### src/rtl/obstacle_spawner.sv
// obstacle_spawner: scrolling obstacle slot pool fed by the 2-bit random stream.
// Optional NO_DOUBLE_BIRD_EN forbids two consecutive bird (11) spawns.
package obstacle_spawner_pkg;
  typedef enum logic [1:0] {IDLE, RUN, OVER, WIN} state_t;
endpackage

module obstacle_spawner import obstacle_spawner_pkg::*; #(
  parameter int NSLOT = 4,
  parameter int XW = 8,
  parameter int SPAWN_X = 159,
  parameter int SPEED = 2,
  parameter int MIN_GAP = 24,
  parameter int GAP_STEP = 8,
  parameter int FIRST_GAP = 40
) (
  input  logic               clk,
  input  logic               reset,
  input  state_t             state,
  input  logic [1:0]         rnd,
  input  logic               scroll_tick,
  output logic [NSLOT-1:0]   slot_valid,
  output logic [NSLOT*XW-1:0] slot_x,
  output logic [NSLOT*2-1:0] slot_type,
  output logic               spawn_pulse,
  output logic [7:0]         passed_cnt
);
  logic [7:0] gap_cnt, gap_n, retired, passed_n;
  logic [8:0] pass_sum;
  logic [NSLOT-1:0] valid_n;
  logic [NSLOT*XW-1:0] x_n;
  logic [NSLOT*2-1:0] type_n;
  logic spawn_n, placed;
  logic [1:0] new_type;
`ifdef NO_DOUBLE_BIRD_EN
  logic last_bird, last_bird_n;
`endif
  always_comb begin
    valid_n = slot_valid;
    x_n = slot_x;
    type_n = slot_type;
    passed_n = passed_cnt;
    gap_n = gap_cnt;
    spawn_n = 1'b0;
    retired = '0;
    placed = 1'b0;
    pass_sum = '0;
`ifdef NO_DOUBLE_BIRD_EN
    new_type = (last_bird && rnd == 2'b11) ? 2'b00 : rnd;
    last_bird_n = last_bird;
`else
    new_type = rnd;
`endif
    if (state == IDLE) begin
      valid_n = '0;
      x_n = '0;
      type_n = '0;
      passed_n = '0;
      gap_n = 8'(FIRST_GAP);
`ifdef NO_DOUBLE_BIRD_EN
      last_bird_n = 1'b0;
`endif
    end else if (state == RUN && scroll_tick) begin
      for (int i = 0; i < NSLOT; i++)
        if (slot_valid[i]) begin
          if (slot_x[i*XW +: XW] >= XW'(SPEED)) x_n[i*XW +: XW] = slot_x[i*XW +: XW] - XW'(SPEED);
          else begin
            valid_n[i] = 1'b0;
            x_n[i*XW +: XW] = '0;
            type_n[i*2 +: 2] = '0;
            retired = retired + 8'd1;
          end
        end
      pass_sum = {1'b0, passed_cnt} + {1'b0, retired};
      passed_n = pass_sum[8] ? 8'hFF : pass_sum[7:0];
      // Only slots free before this tick may take the spawn; a just-retired slot waits a tick.
      if (gap_cnt != 8'd0) gap_n = gap_cnt - 8'd1;
      else
        for (int i = 0; i < NSLOT; i++)
          if (!slot_valid[i] && !placed) begin
            placed = 1'b1;
            valid_n[i] = 1'b1;
            x_n[i*XW +: XW] = XW'(SPAWN_X);
            type_n[i*2 +: 2] = new_type;
            spawn_n = 1'b1;
            gap_n = 8'(MIN_GAP + GAP_STEP * int'(rnd));
`ifdef NO_DOUBLE_BIRD_EN
            last_bird_n = (new_type == 2'b11);
`endif
          end
    end
  end
  always_ff @(posedge clk) begin
    if (reset) begin
      slot_valid <= '0;
      slot_x <= '0;
      slot_type <= '0;
      spawn_pulse <= 1'b0;
      passed_cnt <= '0;
      gap_cnt <= 8'(FIRST_GAP);
`ifdef NO_DOUBLE_BIRD_EN
      last_bird <= 1'b0;
`endif
    end else begin
      slot_valid <= valid_n;
      slot_x <= x_n;
      slot_type <= type_n;
      spawn_pulse <= spawn_n;
      passed_cnt <= passed_n;
      gap_cnt <= gap_n;
`ifdef NO_DOUBLE_BIRD_EN
      last_bird <= last_bird_n;
`endif
    end
  end
endmodule

### config.mk
export PLATFORM = sky130hd
export DESIGN_NAME = obstacle_spawner
export DESIGN_NICKNAME = d
export VERILOG_FILES = /design/src/rtl/obstacle_spawner.sv
export SDC_FILE = /design/constraint.sdc
export NUM_CORES = 1
export LEC_CHECK = 0
export CAP_MARGIN = 20
export CORE_ASPECT_RATIO = 0.9
export CORE_MARGIN = 2
export CORE_UTILIZATION = 46
export CTS_CLUSTER_DIAMETER = 120
export DETAILED_ROUTE_END_ITERATION = 10
export PLACE_DENSITY = 0.74
export SLEW_MARGIN = 20
export SYNTH_ARGS = -nofsm -noshare
export SYNTH_HDL_FRONTEND = slang
export SYNTH_SLANG_ARGS = --single-unit
### constraint.sdc
create_clock -name clk -period 3.85 [get_ports clk]
set_clock_uncertainty 0.15 [all_clocks]
set_input_delay 0.77 -clock clk [delete_from_list [all_inputs] [get_ports clk]]
set_output_delay 0.77 -clock clk [all_outputs]
set_load 0.03 [all_outputs]
==> results of run 1 <==
-- critical path, stage by stage (launching register included) --
cell       delay (ns)
dfxtp_4          0.35
or4b_4           0.56
nor3_4           0.19
ha_1             0.26
nand2_2          0.09
o41ai_4          0.08
ha_1             0.33
mux2_4           0.30
ha_4             0.23
mux2_4           0.27
ha_4             0.22
a211o_1          0.29
a21oi_2          0.20
a2bb2oi_2        0.15
o22ai_1          0.08
-- cell type report --
| type | instances | area share |
|---|---|---|
| Sequential cell | 61 | 0.2693 |
| Inverter | 20 | 0.01646 |
| Clock buffer | 12 | 0.02962 |
| Clock inverter | 3 | 0.003291 |
| Tap cell | 93 | 0.02551 |
| Timing Repair Buffer | 90 | 0.1813 |
| Multi-Input combinational cell | 309 | 0.4745 |
-- kinds of logic after synthesis --
logic type      Yosys count  share of synthesized area
fa+ha+maj                14                    0.05392
buf+inv                  41                    0.04837
compound gates          125                     0.2426
mux                      11                    0.03324
flops                    61                     0.3604
xor+xnor                  7                    0.01809
simple gates            152                     0.2434
-- per-layer routing --
layer	vias to the layer above	share of wire	wire, um
met5	-	0	0
met4	0	0.018	167
met3	15	0.055	514
met2	115	0.45	4178
met1	1687	0.48	4407
li1	1719	-	-
-- report_power, final --
group,internal [uW],switching (uW)
Sequential,633,3.07
Clock,227,246
Combinational,22.5,41.7
Total,882,291
-- flip-flops by register name, summed over array words and instances (netlist names) --
name	count
gap_cnt	8
passed_cnt	8
slot_type	8
slot_valid	4
slot_x	32
spawn_pulse	1
-- synthesized netlist by cell type, types with 3 or more instances --
cell type,instances
nand4_1,11
mux2i_1,9
a31oi_1,17
o22ai_1,4
o21ai_0,26
dfxtp_1,61
xor2_1,4
nand3_1,20
nand3b_1,4
nor2_1,26
or3_1,9
nor4_1,6
o211a_1,3
nand2_1,38
ha_1,13
nor3_1,9
xnor2_1,3
a2bb2oi_1,3
nor2b_1,3
clkbuf_1,17
o31ai_1,5
o211ai_1,7
a21oi_1,32
a211oi_1,4
inv_1,20
and3_1,3
a211o_1,3
-- per-stage QoR --
stage	cells	hold WS (ns)	cell area [um^2]	utilization
finish	588	0.2999	4562	0.6415
global route	588	0.3219	4562	0.6415
CTS	587	0.2995	4452	0.6260
detailed placement	571	0.2897	4289	0.6031
global placement	571	0.2857	4289	0.6031
floorplan	411	0.3321	3450	-
-- cell usage in the layout, fill, tap and decap left out, types with 17 or more instances in the layout --
| master | n |
|---|---|
| nor2_1 | 26 |
| nand3_1 | 20 |
| buf_4 | 30 |
| inv_1 | 20 |
| nand2_1 | 36 |
| clkdlybuf4s50_1 | 59 |
| o21ai_0 | 25 |
| a31oi_1 | 17 |
| a21oi_1 | 31 |
| dfxtp_1 | 57 |
-- repair_timing --
item | 4_1_cts | 5_1_grt
pin swaps | 2 | 11
setup buffers | 1 | 1
gates resized for setup | 2 | 15
endpoints found under the setup margin | 7 | 8
-- final timing paths --
path,to,cells after the start,startpoint,slack [ns]
max,passed_cnt[5],14,slot_x[3],-0.007
min,slot_x[0],2,slot_x[0],0.30
max reg2reg,passed_cnt[5],14,slot_x[3],-0.007
min reg2reg,slot_x[0],2,slot_x[0],0.30
==> results.cfg, run 1 <==
[critical_path]
worstSetupPathType = register to register
crit_required_ns = 3.92
end_kind = register
cp-start-kind = register
worst-endpoint-arrival_ns = 3.93
crit_fanout = 3

[synth]
yosysTopAreaCell = dfxtp_1
synth_top_cell_area_share = 0.3604
synthArstFlopShare = 0
ys_seq_area_frac = 0.3604
synthFlopType = dfxtp_1
synth_area_leaders = dfxtp_1 (36%), ha_1 (4.8%), a21oi_1 (4.7%)
synth_edf_count = 0
ys_types = 64
syn_nets = 432
syn_inst = 411
synth_warnings = 0
syn_area_per_cell_um2 = 8.244
synth-seq-cells = 61
syn_area_mm2 = 0.003388

[global_routing]
grt_pass1_vias = 3182
grtUsageTotal = 0.2354
grt_overflow = 0
grt_max_degree = 46
met2_usage = 0.3558
grt_pass1_wl_mm = 14.99
use_met1 = 0.3328
grt_busiest_layer = met2
gr-usage-met3 = 0.04529
antenna_found_initial = 0

[clock_tree]
insertion_delay_ns = 0.35
root_buffer = clkbuf_8
ctsHtreeMaxLevel = 3
cts_buffers = 9
cts_max_path_buffers = 2
holdBufCountCts = 0
cts_sinks = 61
clkTransAtPathRegs_ns = 0.07
cts_tree = yes

[timing]
worst_pin_slew_ns = 0.6382
maxSlewHeadroom = 0.5722
slew_viol_final = 0
finalSetupViolations = 1
fmax_mhz = 259.3
fin_ws_ns = -0.006556
setup_tns_ns = -0.006556
fin_crit_sh = 1.002
hold_viol_final = 0
period_minus_slack_ns = 3.857
rsz0062_at_grt = yes

[die]
rows = 29
die_h_um = 85.42
start_util = 0.4764
die_area_mm2 = 0.008069
core_mm2 = 0.007112
dieWidth_um = 94.47
io_pins = 60

[route]
via_per_inst = 6.014
wl_mm = 9.268
ant_nets = 0
drc = 0
wl_per_cell_um = 15.76
num_vias = 3536
first_pass_iters = 4
drt-initial-drc-count = 210

[power_and_ir_drop]
vdd_drop_max_uv = 167.1
leakagePower_uw = 0.001594
total_power_uw = 1173
powerDensity_mw_per_mm2 = 257.2

[layout]
multi_input_area_mm2 = 0.002165
layout.nets = 512
syn2layout_area_growth_pct = 34.64
fillCellCount = 654
diodes = 0
regArea_mm2 = 0.001229
drive_gt1_frac = 0.1616

[hold_path]
min_path_type = register to register

[placed_design]
post-place-ws_ns = -0.01641
port_buffers = 59
dpl.hpwl_mm = 6.265
gp_congestion = 0.8862

[outcome]
violations = negative setup slack
status = complete, but fails checks

[run]
maxCapViolations = 0
Note: power is estimated with default switching activity, not from simulation.
==> inputs of run 2 (changes only) <==
CTS_CLUSTER_DIAMETER = 80   (was 120)
REMOVE_ABC_BUFFERS = 1   (was default)
==> results.cfg, run 2 (synthesis results as in run 1) <==
[global_routing]
grt_pass1_wl_mm = 16.16
grtUsageTotal = 0.2496
grt_overflow = 0
antenna_found_initial = 0
grt_max_degree = 41
grt_pass1_vias = 3445

[layout]
layout_common_cells = dfxtp_1 (60), clkdlybuf4s50_1 (59), buf_4 (40), nand2_1 (36), a21oi_1 (31)
drive_gt1_frac = 0.1680
largest_register_ffs = 32
diodes = 0
syn2layout_area_growth_pct = 35.82
layout.nets = 522
regMostFlops = slot_x
final_area_mm2 = 0.004602
layout_commonest_cell = dfxtp_1

[critical_path]
path_buf_inv = 1
worstSetupPathType = register to register
worst-endpoint-arrival_ns = 3.92
end_kind = register
cp_cell_sequence = or4b_4 -> nor3_4 -> ha_1 -> nand2_2 -> o41ai_4 -> ha_1 -> mux2_4 -> ha_4 -> mux2i_1 -> fa_2 -> nor2b_2 -> o21ai_1 -> buf_4 -> a21o_1 -> a211oi_1
crit_fanout = 3
reg2reg_depth = 15
crit_required_ns = 3.96
r2r_slack_ns = 0.04
crit_family = adder cells
regToRegEndpoint = passed_cnt[6]
cp-start-kind = register
cp_slowest_cell = or4b_4
r2r_start = slot_x[1]
cp_common_cell = ha_1
slowest_delay_ns = 0.55

[placed_design]
dpl.hpwl_mm = 6.809
place_area_mm2 = 0.004295
gp_congestion = 0.9048
port_buffers = 59

[timing]
maxSlewHeadroom = 0.5419
fin_crit_sh = 0.9902
finalSetupViolations = 0
fmax_mhz = 262.3
period_minus_slack_ns = 3.812
rsz0062_at_grt = yes
slew_viol_final = 0
setup_tns_ns = 0
worst_pin_slew_ns = 0.6867
hold_viol_final = 0

[die]
rows = 29
io_pins = 60
core_mm2 = 0.007112
die_area_mm2 = 0.008069
dieWidth_um = 94.47
start_util = 0.4764
die_h_um = 85.42

[power_and_ir_drop]
p_int_uw = 922.7
clockPowerShare = 0.425
power_frac_seq = 0.520
total_power_uw = 1224
pwr-share-comb = 0.055
power_switching_share = 0.2460
vdd_drop_max_uv = 189.3
leakagePower_uw = 0.001655
powerDensity_mw_per_mm2 = 265.9
p_sw_uw = 301.0

[route]
dr_wl_met2_mm = 4.698
num_vias = 3627
via_per_inst = 6.055
ant_nets = 0
top_layer_used = met4
first_pass_iters = 7
drc = 0
met1_length_mm = 4.498
wl_met3_um = 530
wl_per_cell_um = 16.48
drt-initial-drc-count = 187
wl_mm = 9.873

[outcome]
status = completed

[clock_tree]
clkTransAtPathRegs_ns = 0.07
cts_tree = yes
cts_max_path_buffers = 2
cts_buffers = 9
insertion_delay_ns = 0.34
cts_sinks = 61
root_buffer = clkbuf_8
holdBufCountCts = 0
ctsHtreeMaxLevel = 3

[hold_path]
worstHoldEndpoint = slot_x[0]
min_delay_path_depth = 2
worstHoldStart = slot_x[0]
min_path_type = register to register

[run]
maxCapViolations = 0
==> run 2: cell types whose count changed in the layout (fill, tap and decap cells not counted), sizes merged <==
| cell | delta |
|---|---|
| clkinvlp | +1 |
| buf | +10 |
==> run 2: area by class of cell <==
type	instances	area, um^2
clock buffers	12	155.1
flip-flops and latches	61	1222
well taps	93	116.4
inverters	20	75.07
fillers	603	2510
multi-input cells	309	2108
clock inverters	4	22.52
repair buffers	100	902.1
==> run 2: worst max path at each step <==
stage	startpoint	endpoint	slack, ns	depth (start not counted)
floorplan	slot_valid[0]	passed_cnt[6]	-0.61	14
global route	slot_x[1]	passed_cnt[4]	-0.1	16
CTS	slot_x[3]	passed_cnt[5]	0.01	14
global placement	slot_x[1]	passed_cnt[5]	-0.13	14
detailed placement	slot_x[1]	passed_cnt[5]	-0.28	14
finish	slot_x[1]	passed_cnt[6]	0.04	15
==> run 2: what timing repair did <==
| action | 4_1_cts | 5_1_grt |
|---|---|---|
| gates resized for setup | 16 | 7 |
| setup endpoints to repair | 8 | 8 |
| buffers inserted | 2 | 1 |
| pin swaps | 11 | 7 |
==> run 2: power by group through the flow <==
stage                     Sequential (uW)  Combinational, uW  Clock (uW)
after global routing                  636               72.3         555
after detailed placement              650               65.1           0
final                                 636               67.3         520
after CTS                             636               65.6         528
after global placement                650               64.0           0
after floorplan                       651               32.5           0
==> run 2: worst register-to-register path, cell delays in order, from the launching register on <==
cell      delay, ns
dfxtp_2        0.32
or4b_4         0.55
nor3_4         0.14
ha_1           0.26
nand2_2        0.09
o41ai_4        0.07
ha_1           0.31
mux2_4         0.31
ha_4           0.27
mux2i_1        0.08
fa_2           0.36
nor2b_2        0.16
o21ai_1        0.12
buf_4          0.16
a21o_1         0.17
a211oi_1       0.21
==> run 2: routing by layer <==
layer,GRT usage,up-vias
li1,-,1733
met1,0.3311,1754
met2,0.4084,123
met3,0.06039,17
met4,0.06456,0
met5,0,-
==> run 2: metrics by stage <==
step,worst slack [ns],hold WS (ns),utilization,cells
5_1_grt,-0.09508,0.3358,0.6471,599
6_report,0.03759,0.2993,0.6471,599
3_5_place_dp,-0.2769,0.2818,0.6040,580
2_1_floorplan,-0.6078,0.3321,-,390
4_1_cts,0.01218,0.3005,0.6416,598
3_3_place_gp,-0.1323,0.2822,0.6040,580
==> inputs of run 3 (changes only) <==
CORE_ASPECT_RATIO = default   (was 0.9)
==> results.cfg, run 3 (synthesis results as in run 1) <==
[route]
top_layer_used = met4
drc = 0
wl_per_cell_um = 16.10
ant_nets = 0
first_pass_iters = 5
wl_met3_um = 644
met1_length_mm = 4.485
dr_wl_met2_mm = 4.480
wl_mm = 9.774
num_vias = 3622
via_per_inst = 5.967
drt-initial-drc-count = 199

[global_routing]
grtUsageTotal = 0.2364
grt_overflow = 0
grt_pass1_vias = 3457
grt_max_degree = 24
grt_pass1_wl_mm = 15.88
antenna_found_initial = 0

[critical_path]
end_kind = register
crit_fanout = 3
cp_slowest_cell = or4b_4
regToRegEndpoint = passed_cnt[5]
slowest_delay_ns = 0.55
r2r_start = slot_x[1]
crit_end = passed_cnt[5]
cp-start-kind = register
reg2reg_depth = 14
cp_common_cell = ha_4
crit_family = adder cells
r2r_slack_ns = 0.03
cp_cell_sequence = or4b_4 -> nor3_4 -> ha_4 -> nand2_4 -> o41ai_4 -> ha_1 -> mux2_4 -> ha_4 -> mux2_4 -> ha_4 -> a211o_1 -> a21oi_2 -> a2bb2oi_2 -> o22ai_1
crit_required_ns = 3.92
cp-startpoint = slot_x[1]
worstSetupPathType = register to register
path_buf_inv = 0
cp.depth = 14
worst-endpoint-arrival_ns = 3.89

[run]
maxCapViolations = 0

[die]
start_util = 0.4722
io_pins = 60
dieWidth_um = 89.83
rows = 31
die_h_um = 89.83
die_area_mm2 = 0.008069
core_mm2 = 0.007176

[timing]
worst_pin_slew_ns = 0.6378
fmax_mhz = 261.9
period_minus_slack_ns = 3.818
slew_viol_final = 0
fin_crit_sh = 0.9918
maxSlewHeadroom = 0.5725
hold_viol_final = 0
rsz0062_at_grt = yes
finalSetupViolations = 0

[outcome]
status = completed

[layout]
fin_cells = 607
layout_commonest_cell = dfxtp_1
syn2layout_area_growth_pct = 37.56
fin_util = 0.6495
diodes = 0
layout_common_cells = dfxtp_1 (60), clkdlybuf4s50_1 (59), buf_4 (44), nand2_1 (36), a21oi_1 (31)
fillCellCount = 620
drive_gt1_frac = 0.1752
layout.nets = 525
largest_register_ffs = 32
regMostFlops = slot_x

[power_and_ir_drop]
p_sw_uw = 289.4
pwr-share-comb = 0.056
power_frac_seq = 0.534
leakagePower_uw = 0.001681
clockPowerShare = 0.410
powerDensity_mw_per_mm2 = 256.0
p_int_uw = 903.9
power_switching_share = 0.2425
vdd_drop_max_uv = 172.4

[clock_tree]
cts_tree = yes
clkTransAtPathRegs_ns = 0.07
cts_buffers = 9
cts_max_path_buffers = 2
root_buffer = clkbuf_8
ctsHtreeMaxLevel = 3
cts_sinks = 61
insertion_delay_ns = 0.35
holdBufCountCts = 0

[placed_design]
dpl.cell_count = 590
gp_congestion = 0.8496
port_buffers = 59
dpl.hpwl_mm = 6.730

[hold_path]
min_path_type = register to register
run 3: changes by cell type in the layout (fill, tap and decap cells not counted), sizes merged:
cell / before / now
clkinv: 3 / 2
clkbuf: 12 / 13
clkinvlp: 1 / 0
buf: 41 / 44
run 3: how the worst min path moves through the flow:
stage                             to  slack [ns]       start  depth (start not counted)
final                      slot_x[0]        0.30   slot_x[0]                          2
after global routing       slot_x[0]        0.32   slot_x[0]                          2
after CTS                  slot_x[0]        0.30   slot_x[0]                          2
after detailed placement   slot_x[0]        0.28   slot_x[0]                          2
after global placement     slot_x[0]        0.28   slot_x[0]                          2
after floorplan           gap_cnt[6]        0.33  gap_cnt[6]                          2
run 3: timing repair:
action,4_1_cts,5_1_grt
endpoints found under the setup margin,8,8
pin swaps,7,17
gates resized for setup,9,21
buffers inserted,1,1
cloned,0,0
hold endpoints to repair,0,0
run 3: power by group through the flow:
stage	sequential, uW	clock, uW	combinational [uW]
after floorplan	651	0	32.5
after global placement	651	0	64.5
after detailed placement	651	0	65.2
after CTS	637	494	65.6
after global routing	637	523	73.0
final	637	489	67.4
run 3: per-layer routing:
layer  track usage  vias up
li1              -     1729
met1        0.3159     1731
met2        0.3712      145
met3       0.05365       17
met4       0.09615        0
met5             0        -
run 3: metrics by stage:
stage / hold slack (ns) / setup TNS (ns) / area [um^2] / total power (uW) / setup WS, ns
finish: 0.2978 / 0 / 4661 / 1193 / 0.03156
global route: 0.3192 / -0.4298 / 4661 / 1233 / -0.1043
CTS: 0.2995 / 0 / 4537 / 1196 / 0.01917
detailed placement: 0.2849 / -1.248 / 4333 / 715.9 / -0.2770
global placement: 0.2850 / -0.2172 / 4333 / 715.0 / -0.09334
floorplan: 0.3321 / -3.917 / 3299 / 683.8 / -0.6078
run 3: area by class of cell:
type | instances | area (um^2) | share of cell area
Tap cell | 99 | 123.9 | 0.02658
Timing Repair Buffer | 103 | 920.9 | 0.1976
Multi-Input combinational cell | 309 | 2160 | 0.4634
Inverter | 20 | 75.07 | 0.01611
Clock inverter | 2 | 10.01 | 0.002148
Sequential cell | 61 | 1222 | 0.2623
Clock buffer | 13 | 148.9 | 0.03195
run 3: worst min-delay path, stage by stage, from the launching register on:
cell and delay, ns:
dfxtp_1 0.31, nand2_1 0.05, nand2_1 0.04
